`src/rtl/mac_filter_stream.sv`:
```
// mac_filter_stream
//   Avalon-ST destination-MAC packet filter. Buffers the header beats of each
//   packet, looks the 48-bit destination MAC up in a NUM_ADDR-entry table and
//   either forwards the whole packet unchanged or drops it. Saturating pass,
//   drop and runt counters.
//
// Ports
//   clk, rst_n                    clock, asynchronous active-low reset
//   in_data/valid/sop/eop/empty   receive stream (first byte in MSBs)
//   in_ready                      receive backpressure
//   out_data/valid/sop/eop/empty  transmit stream
//   out_ready                     transmit backpressure
//   cfg_wr/idx/mac/en             table entry write port
//   cnt_clr                       synchronous clear of all counters
//   pass_cnt/drop_cnt/runt_cnt    statistics
//
// Build option
//   MAC_FILTER_BCAST_EN : when defined, FF:FF:FF:FF:FF:FF always matches.
module mac_filter_stream #(
    parameter int DATA_WIDTH  = 32,
    parameter int NUM_ADDR    = 4,
    parameter int COUNT_WIDTH = 16,
    parameter int EMPTY_WIDTH = (DATA_WIDTH / 8 > 1) ? $clog2(DATA_WIDTH / 8) : 1
) (
    input  logic                   clk,
    input  logic                   rst_n,
    input  logic [DATA_WIDTH-1:0]  in_data,
    input  logic                   in_valid,
    input  logic                   in_sop,
    input  logic                   in_eop,
    input  logic [EMPTY_WIDTH-1:0] in_empty,
    output logic                   in_ready,
    output logic [DATA_WIDTH-1:0]  out_data,
    output logic                   out_valid,
    output logic                   out_sop,
    output logic                   out_eop,
    output logic [EMPTY_WIDTH-1:0] out_empty,
    input  logic                   out_ready,
    input  logic                   cfg_wr,
    input  logic [((NUM_ADDR > 1) ? $clog2(NUM_ADDR) : 1)-1:0] cfg_idx,
    input  logic [47:0]            cfg_mac,
    input  logic                   cfg_en,
    input  logic                   cnt_clr,
    output logic [COUNT_WIDTH-1:0] pass_cnt,
    output logic [COUNT_WIDTH-1:0] drop_cnt,
    output logic [COUNT_WIDTH-1:0] runt_cnt
);

    localparam int IDX_W     = (NUM_ADDR > 1) ? $clog2(NUM_ADDR) : 1;
    localparam int HDR_BEATS = (48 + DATA_WIDTH - 1) / DATA_WIDTH;
    localparam int PTR_W     = (HDR_BEATS > 1) ? $clog2(HDR_BEATS) : 1;
    localparam logic [PTR_W-1:0] LAST_SLOT = PTR_W'(HDR_BEATS - 1);

    typedef enum logic [2:0] {IDLE, HDR, DECIDE, REPLAY, FWD, DROP} state_t;

    state_t                 state;
    logic                   run;        // low during and one cycle after reset
    logic [DATA_WIDTH-1:0]  buf_data  [HDR_BEATS];
    logic                   buf_eop   [HDR_BEATS];
    logic [EMPTY_WIDTH-1:0] buf_empty [HDR_BEATS];
    logic [PTR_W-1:0]       wr_ptr;
    logic [PTR_W-1:0]       rd_ptr;

    logic [47:0]            tbl_mac [NUM_ADDR];
    logic [NUM_ADDR-1:0]    tbl_en;

    logic [HDR_BEATS*DATA_WIDTH-1:0] hdr_flat;
    logic [47:0]            dest;
    logic                   match;
    logic                   in_xfer;
    logic                   out_xfer;
    logic                   rd_last;
    logic                   wr_last;
    logic                   pass_inc;
    logic                   drop_inc;
    logic [1:0]             runt_inc;

    // Header beats concatenated with slot 0 in the MSBs; the MAC is the top 48 bits.
    always_comb begin
        hdr_flat = '0;
        for (int unsigned i = 0; i < HDR_BEATS; i++) begin
            hdr_flat[(HDR_BEATS - 1 - i) * DATA_WIDTH +: DATA_WIDTH] = buf_data[i];
        end
        dest = hdr_flat[HDR_BEATS * DATA_WIDTH - 1 -: 48];
    end

    always_comb begin
        match = 1'b0;
        for (int unsigned i = 0; i < NUM_ADDR; i++) begin
            if (tbl_en[i] && (tbl_mac[i] == dest)) match = 1'b1;
        end
`ifdef MAC_FILTER_BCAST_EN
        if (dest == '1) match = 1'b1;
`endif
    end

    // Stream outputs: replayed header beats come from the buffer, body beats
    // in FWD pass straight through.
    always_comb begin
        in_ready  = 1'b0;
        out_valid = 1'b0;
        out_data  = '0;
        out_sop   = 1'b0;
        out_eop   = 1'b0;
        out_empty = '0;
        case (state)
            IDLE, HDR, DROP: in_ready = run;
            REPLAY: begin
                out_valid = 1'b1;
                out_data  = buf_data[rd_ptr];
                out_sop   = (rd_ptr == '0);
                out_eop   = buf_eop[rd_ptr];
                out_empty = buf_empty[rd_ptr];
            end
            FWD: begin
                in_ready  = out_ready;
                out_valid = in_valid;
                out_data  = in_data;
                out_sop   = in_sop;
                out_eop   = in_eop;
                out_empty = in_empty;
            end
            default: ;
        endcase
    end

    always_comb begin
        in_xfer  = in_valid && in_ready;
        out_xfer = out_valid && out_ready;
        rd_last  = (rd_ptr == LAST_SLOT);
        wr_last  = (wr_ptr == LAST_SLOT);
        pass_inc = ((state == REPLAY) && out_xfer && rd_last && buf_eop[rd_ptr]) ||
                   ((state == FWD) && in_xfer && in_eop);
        drop_inc = (state == DECIDE) && !match;
        runt_inc = 2'd0;
        if ((state == IDLE) && in_xfer && in_sop && in_eop && (HDR_BEATS > 1)) begin
            runt_inc = 2'd1;
        end else if ((state == HDR) && in_xfer) begin
            // A sop mid-header aborts the old packet; if it also carries eop
            // the new packet is a runt too.
            if (in_sop) runt_inc = 2'd1 + {1'b0, in_eop};
            else if (in_eop && !wr_last) runt_inc = 2'd1;
        end
    end

    always_ff @(posedge clk or negedge rst_n) begin
        if (!rst_n) begin
            state  <= IDLE;
            run    <= 1'b0;
            wr_ptr <= '0;
            rd_ptr <= '0;
            for (int unsigned i = 0; i < HDR_BEATS; i++) begin
                buf_data[i]  <= '0;
                buf_eop[i]   <= 1'b0;
                buf_empty[i] <= '0;
            end
        end else begin
            run <= 1'b1;
            case (state)
                IDLE: begin
                    if (in_xfer && in_sop) begin
                        buf_data[0]  <= in_data;
                        buf_eop[0]   <= in_eop;
                        buf_empty[0] <= in_empty;
                        wr_ptr       <= PTR_W'(1);
                        if (HDR_BEATS == 1) state <= DECIDE;
                        else if (!in_eop)   state <= HDR;
                    end
                end
                HDR: begin
                    if (in_xfer) begin
                        if (in_sop) begin
                            buf_data[0]  <= in_data;
                            buf_eop[0]   <= in_eop;
                            buf_empty[0] <= in_empty;
                            wr_ptr       <= PTR_W'(1);
                            if (in_eop) state <= IDLE;
                        end else begin
                            buf_data[wr_ptr]  <= in_data;
                            buf_eop[wr_ptr]   <= in_eop;
                            buf_empty[wr_ptr] <= in_empty;
                            wr_ptr            <= wr_ptr + 1'b1;
                            if (wr_last)     state <= DECIDE;
                            else if (in_eop) state <= IDLE;
                        end
                    end
                end
                DECIDE: begin
                    rd_ptr <= '0;
                    if (match)                   state <= REPLAY;
                    else if (buf_eop[LAST_SLOT]) state <= IDLE;
                    else                         state <= DROP;
                end
                REPLAY: begin
                    if (out_ready) begin
                        if (rd_last) state <= buf_eop[rd_ptr] ? IDLE : FWD;
                        else         rd_ptr <= rd_ptr + 1'b1;
                    end
                end
                FWD, DROP: begin
                    if (in_xfer && in_eop) state <= IDLE;
                end
                default: state <= IDLE;
            endcase
        end
    end

    // Only an in-range index matches a slot, so out-of-range writes are dropped.
    always_ff @(posedge clk or negedge rst_n) begin
        if (!rst_n) begin
            tbl_en <= '0;
            for (int unsigned i = 0; i < NUM_ADDR; i++) tbl_mac[i] <= '0;
        end else if (cfg_wr) begin
            for (int unsigned i = 0; i < NUM_ADDR; i++) begin
                if (cfg_idx == IDX_W'(i)) begin
                    tbl_mac[i] <= cfg_mac;
                    tbl_en[i]  <= cfg_en;
                end
            end
        end
    end

    function automatic logic [COUNT_WIDTH-1:0] sat_add(input logic [COUNT_WIDTH-1:0] c,
                                                       input logic [1:0] inc);
        logic [COUNT_WIDTH:0] s;
        s = {1'b0, c} + {{(COUNT_WIDTH - 1){1'b0}}, inc};
        return s[COUNT_WIDTH] ? '1 : s[COUNT_WIDTH-1:0];
    endfunction

    always_ff @(posedge clk or negedge rst_n) begin
        if (!rst_n) begin
            pass_cnt <= '0;
            drop_cnt <= '0;
            runt_cnt <= '0;
        end else if (cnt_clr) begin
            pass_cnt <= '0;
            drop_cnt <= '0;
            runt_cnt <= '0;
        end else begin
            pass_cnt <= sat_add(pass_cnt, {1'b0, pass_inc});
            drop_cnt <= sat_add(drop_cnt, {1'b0, drop_inc});
            runt_cnt <= sat_add(runt_cnt, runt_inc);
        end
    end

endmodule

```
`config.mk`:
```
export PLATFORM = sky130hd
export DESIGN_NAME = mac_filter_stream
export DESIGN_NICKNAME = d
export VERILOG_FILES = /design/src/rtl/mac_filter_stream.sv
export SDC_FILE = /design/constraint.sdc
export NUM_CORES = 1
export LEC_CHECK = 0
export BUFFER_PORTS_ARGS = -buffer_cell sky130_fd_sc_hd__buf_4
export CORE_MARGIN = 1.5
export CORE_UTILIZATION = 35
export DETAILED_ROUTE_END_ITERATION = 8
export GPL_TIMING_DRIVEN = 0
export PLACE_DENSITY = 0.51
export SLEW_MARGIN = 25
export SYNTH_ARGS = -nofsm -noshare
export SYNTH_HDL_FRONTEND = slang
export SYNTH_SLANG_ARGS = --single-unit
```
`constraint.sdc`:
```
create_clock -name clk -period 2.86 [get_ports clk]
set_input_delay 0.572 -clock clk [delete_from_list [all_inputs] [get_ports clk]]
set_output_delay 0.572 -clock clk [all_outputs]
set_load 0.005 [all_outputs]
```
==> metrics.cfg, run 1 <==
[layout]
fillers = 4352
layout_common_cells = dfrtp_1 (279), mux2_2 (234), buf_4 (223)
ff_latch_area_um2 = 8060
drive_gt1_share_pct = 45.2
finalCoreUtilization_pct = 45.8
area_growth_pct = 29.5
multi_input_area_um2 = 9020
nets = 1750
final_common_cell = dfrtp_1

[synthesis]
synth_simple_gate_area_share_pct = 11.4
synth-xor-area-share_pct = 11.0
synthTopCellsByArea = dfrtp_1 (49%), mux2_2 (16%), xnor2_1 (8.4%)
ys_ff_latch = 320
yosys.area_share.adder_pct = 0.578
synth_cell_types = 57
synth-edff-count = 0
synth_fp_nets = 1524
synth_top_cell_by_area = dfrtp_1
ys_seq_area_share_pct = 48.7
synthCells = 1424
postSynth.asyncResetShare_pct = 100
syn_area_per_cell_um2 = 11.5
yosys_warnings = 0
synth_ff_type = dfrtp_1
synth.top_cell.area_share_pct = 48.7
synth_top_family_by_area = multiplexers
synth_area_um2 = 16400
synth_compound_area_share_pct = 4.29
synthMuxAreaShare_pct = 21.1

[clock_tree]
cts_buffers = 39
clk_path_buf_depth = 3
cts_tree = yes
htree_levels = 2
clk_latency_ns = 0.56
cts_sinks = 320
cts_root_buf = clkbuf_16
cts.clk_slew.worst_paths_ns = 0.06

[sta]
finalCriticalPeriod_ns = 3.05
fin_worst_skew_ns = 0.0124
setup_viol = 15
slew_headroom_pct = 30.8
worst_slew_pin_slew_ns = 1.04
maxSlewViolCount = 0
rsz0062_at_grt = true
fmax_mhz = 328
timing_hold_violations_final = 0
setup_slack_ns = -0.193
timing.final.crit_share_pct = 107

[floorplanning]
die_x_um = 220
die_h_um = 220
floorplan.initialDensity_pct = 35.4
core_um2 = 46500
die_area_um2 = 48300
io_pins = 179
fp-row-count = 79

[drt]
drc_errors = 0
wl_um = 58600
dr.first_iter.drc_count = 908
drt-pass1-iter-count = 5
avgViaCountPerCell = 5.34
dr_total_vias = 12178
ant_nets = 0
wire_per_inst_um = 25.7

[global_route]
grt_start_max_net_pins = 91
grt_pass1_vias = 12283
grt_overflow = 0
groute.usage.overall_pct = 24.5
antenna_found_initial = 0
grt_first_pass_wirelength_um = 84700

[power]
p_leak_nw = 9.06
vdd_ir_drop_max_uv = 456
power_density_nw_per_um2 = 948

[setup_path]
critical_path.endpoint_type = flip-flop
worst_setup_path_start_kind = flip-flop
arrival_ns = 3.47
path_class = reg -> reg
worstPathMaxFanout = 6
cp.required_ns = 3.28

[min_path]
hp-class = in -> async

[run_status]
violations = negative setup slack
outcome = finished, violations left

[run]
maxCapViolations = 0

[placed_design]
hpwl_um = 45000
io_buffers = 175
routabilityCongestion = 0.959
pre_cts_ws_ns = -1.29

Yosys cell counts, types with 2 or more instances:
cell	n
a22o_1	2
o2111ai_1	6
o22a_1	3
o21ai_0	45
nor4_1	21
nand2_1	81
a21oi_1	46
o22ai_1	2
nor2b_1	6
nand3b_1	3
o221ai_1	2
nand2b_1	34
and2_1	3
nor3b_1	10
mux2_4	29
xor2_1	49
nand4_1	73
clkbuf_1	70
nor2_1	31
inv_1	23
dfrtp_1	320
xnor2_1	157
or2_2	3
buf_1	18
nand3_1	41
a31oi_1	4
buf_6	3
and3_1	15
nor4b_1	4
buf_2	6
nor3_1	11
ha_1	6
mux2i_1	40
mux2_2	234
area by class of cell:
cell class	count	share of cell area (%)
Tap cell	607	3.57
Multi-Input combinational cell	984	42.4
Sequential cell	320	37.9
Timing Repair Buffer	230	8.59
Antenna cell	1	0.0118
Inverter	23	0.406
Clock buffer	63	5.63
Clock inverter	2	0.118
Buffer	52	1.42
worst paths after layout:
path / startpoint / end / slack, ns / cells after the start
setup / recovery: buf_data[29] / drop_cnt[7] / -0.19 / 14
hold / removal: rst_n / buf_data[8] / 0.01 / 1
setup reg to reg: buf_data[29] / drop_cnt[7] / -0.19 / 14
hold reg to reg: buf_empty[0] / buf_empty[0] / 0.51 / 1
max in group asynchronous: rst_n / buf_data[48] / 1.58 / 3
min in group clk: in_data[18] / buf_data[18] / 0.26 / 2
flip-flops by register name (all words and copies together), names as in the netlist:
name       count
tbl_mac      192
tbl_en         4
buf_data      64
runt_cnt      16
state          3
drop_cnt      16
buf_eop        2
pass_cnt      16
wr_last        1
run            1
buf_empty      4
rd_last        1
worst max-delay path, stage by stage, from the launching register on:
cell      delay (ns)
dfrtp_2         0.51
xnor2_4         0.28
nand4_1         0.32
nor4b_2         0.29
nand2_1         0.14
o22a_1          0.27
o311ai_4        0.14
nor2_4          0.08
ha_4            0.19
ha_4            0.18
nand3_4         0.10
nor2_4          0.06
nand3_4         0.15
buf_8           0.13
a21oi_1         0.06
repair_timing:
action                                  4_1_cts  5_1_grt
pin swaps                                    35       27
buffers inserted                             37       12
resized for setup                           181       73
endpoints found under the setup margin       85       66
hold endpoints to repair                      0        0
cloned                                        2        0
hold buffers                                  0        0
routing by layer:
layer	global-route usage, %	wire [µm]
met1	35.1	27400
met2	37.8	26400
met3	3.67	2910
met4	7.98	1910
met5	0	0
logic make-up (layout without fill, tap and decap cells):
family / Yosys count / count (layout)
buffers and inverters: 120 / 370
and+or+nand+nor: 345 / 345
xor gates and xnor gates: 206 / 206
muxes: 303 / 303
other: 1 / 2
DFF: 320 / 320
AOI/OAI and AO/OA: 122 / 122
adders and majority gates: 7 / 7
per-stage QoR:
stage          instance area (µm²)  setup TNS [ns]  std cells  total power [W]  hold WS [ns]
2_1_floorplan                16500               0       1424           0.0109         0.276
3_3_place_gp                 18500         -656.50       2206           0.0141         0.486
3_5_place_dp                 18700          -33.53       2210           0.0142         0.493
4_1_cts                      20900           -1.37       2269           0.0200        0.0393
5_1_grt                      21300           -3.04       2281           0.0210        0.0517
6_report                     21300           -2.35       2282           0.0202        0.0138
report_power, final:
group          switching [W]  internal, W  leakage, nW  total, W
sequential           0.00197      0.00564         3.86   0.00761
clock                0.00196      0.00285        0.598   0.00481
combinational        0.00398      0.00378         4.60   0.00776
No activity file was read; power rests on OpenSTA's default activity.
==> inputs of run 2 (changes only) <==
CELL_PAD_IN_SITES_DETAIL_PLACEMENT = 1   (was unset)
CELL_PAD_IN_SITES_GLOBAL_PLACEMENT = 1   (was unset)
PLACE_DENSITY = 0.62   (was 0.51)
SLEW_MARGIN = unset   (was 25)
==> run 2 against run 1 <==
The flow still finishes with violations (negative setup slack). Global-route usage grew 1.1 points. Utilization up 0.078 points. Critical path depth increased by 1. Sequential power about the same. Clock-buffer cell count shrank 4. Clock power up 1%. Setup slack better by 0.011 ns. Total power rose by 1.6%. Sequential cell count is the same. Design area up 0.17%. Largest power group unchanged.
==> metrics.cfg, run 2 (synthesis results as in run 1) <==
[setup_path]
slowest_stage = dfrtp_1
worst_setup_path_start_kind = flip-flop
slowest_delay_ns = 0.39
path_class = reg -> reg
crit_chain = buf_8, xor2_2, or2_4, or3b_4, nor3b_4, nand4_1, o311ai_4, nor2_4, ha_4, ha_4, nand3_4, nor2_4, nand3_4, buf_8, a21oi_1
critical_path.endpoint_type = flip-flop
worstPathMaxFanout = 5
arrival_ns = 3.44
cp.required_ns = 3.26
r2r_slack_ns = -0.18

[drt]
wire_per_inst_um = 27.0
drt-pass1-iter-count = 5
dr_total_vias = 12280
met2WireLength_um = 29000
drc_errors = 0
dr.first_iter.drc_count = 809
wl_um = 61300
avgViaCountPerCell = 5.42
wirelength_met1_um = 28300
routed-wl-met3_um = 2690
ant_nets = 0
routed.top_layer = met4

[sta]
slew_headroom_pct = 4.69
setup_viol = 16
finalCriticalPeriod_ns = 3.04
fmax_mhz = 329
rsz0062_at_grt = true
timing.final.crit_share_pct = 106
fin_worst_skew_ns = 0.0145
maxSlewViolCount = 0
setup_slack_ns = -0.182
worst_slew_pin_slew_ns = 1.43
timing_hold_violations_final = 0

[global_route]
antenna_found_initial = 0
grt_start_max_net_pins = 113
grt_pass1_vias = 12705
groute.usage.overall_pct = 25.6
grt_first_pass_wirelength_um = 88500
grt_overflow = 0

[placed_design]
hpwl_um = 46800
dpl.cell_count = 2208
placed_area_um2 = 18600
io_buffers = 175
routabilityCongestion = 0.960
pre_cts_ws_ns = -1.23

[clock_tree]
clk_path_buf_depth = 3
cts_tree = yes
cts_root_buf = clkbuf_16
clk_latency_ns = 0.56
cts_sinks = 320
cts_hold_buffers = 0
cts_buffers = 39
htree_levels = 2
cts.clk_slew.worst_paths_ns = 0.06

[power]
total_power_w = 0.0205
power_density_nw_per_um2 = 961
p_leak_nw = 9.05
vdd_ir_drop_max_uv = 552

[floorplanning]
die_h_um = 220
fp-row-count = 79
die_area_um2 = 48300
die_x_um = 220
core_um2 = 46500
io_pins = 179
floorplan.initialDensity_pct = 35.4

[layout]
drive_gt1_share_pct = 45.1
area_growth_pct = 29.7
fillers = 4900
largest_reg_flops = 192
largest-register = tbl_mac
reg.largest.list = tbl_mac (192), buf_data (64)
final_common_cell = dfrtp_1
instances_no_fill = 2266
nets = 1732
layout_common_cells = dfrtp_1 (285), mux2_2 (234), buf_4 (207)
stdcell_area_um2 = 21300

[run_status]
outcome = finished, violations left
violations = negative setup slack

[min_path]
hp-class = in -> async

[run]
maxCapViolations = 0

==> run 2: final cells by class <==
type | instances | area [µm²] | area share (%)
Clock buffer | 59 | 1170 | 5.50
Clock inverter | 8 | 68.8 | 0.323
Timing Repair Buffer | 213 | 1670 | 7.85
Sequential cell | 320 | 8050 | 37.8
Buffer | 51 | 320 | 1.50
Multi-Input combinational cell | 984 | 9190 | 43.1
Antenna cell | 1 | 2.50 | 0.0117
Inverter | 23 | 86.3 | 0.405
Tap cell | 607 | 759 | 3.56
==> run 2: per-layer routing <==
layer / vias up / track usage (%)
li1: 5426 / -
met1: 6489 / 36.2
met4: 0 / 5.53
met2: 293 / 41.8
met3: 72 / 3.66
met5: - / 0
==> run 2: critical path, delay by kind of cell (launching register included) <==
family	cells	cell delay, ns
xor+xnor	1	0.15
buf+inv	2	0.29
compound gates	2	0.24
fa+ha+maj	2	0.37
flops	1	0.39
simple gates	8	1.44
==> run 2: worst paths after layout <==
| check | endpoint | cells past startpoint | from |
|---|---|---|---|
| worst max-delay path | drop_cnt[7] | 15 | buf_data[49] |
| worst min-delay path | buf_data[48] | 1 | rst_n |
| worst max register to register | drop_cnt[7] | 15 | buf_data[49] |
| worst min register to register | buf_empty[3] | 1 | buf_empty[3] |
| max in group asynchronous | buf_data[59] | 2 | rst_n |
| min in group clk | buf_data[25] | 2 | in_data[25] |
==> run 2: through the flow <==
stage,TNS (ns),hold WS [ns],util (%)
floorplan,0,0.276,-
global placement,-650.36,0.487,39.9
detailed placement,-48.09,0.495,40.1
CTS,-1.91,0.0888,44.9
global route,-4.51,0.115,45.9
finish,-2.48,0.0694,45.9
==> run 2: report_power, final <==
part | switching (W) | internal (W) | leakage [nW]
Combinational | 0.00417 | 0.00381 | 4.56
Clock | 0.00196 | 0.00291 | 0.616
Sequential | 0.00201 | 0.00563 | 3.87
Total | 0.00814 | 0.0123 | 9.05
==> run 2: timing repair <==
item,in CTS,in global routing
resized for setup,188,75
setup buffers,26,8
gates cloned,2,0
hold endpoints to repair,0,0
endpoints found under the setup margin,86,65
pin swaps,36,14
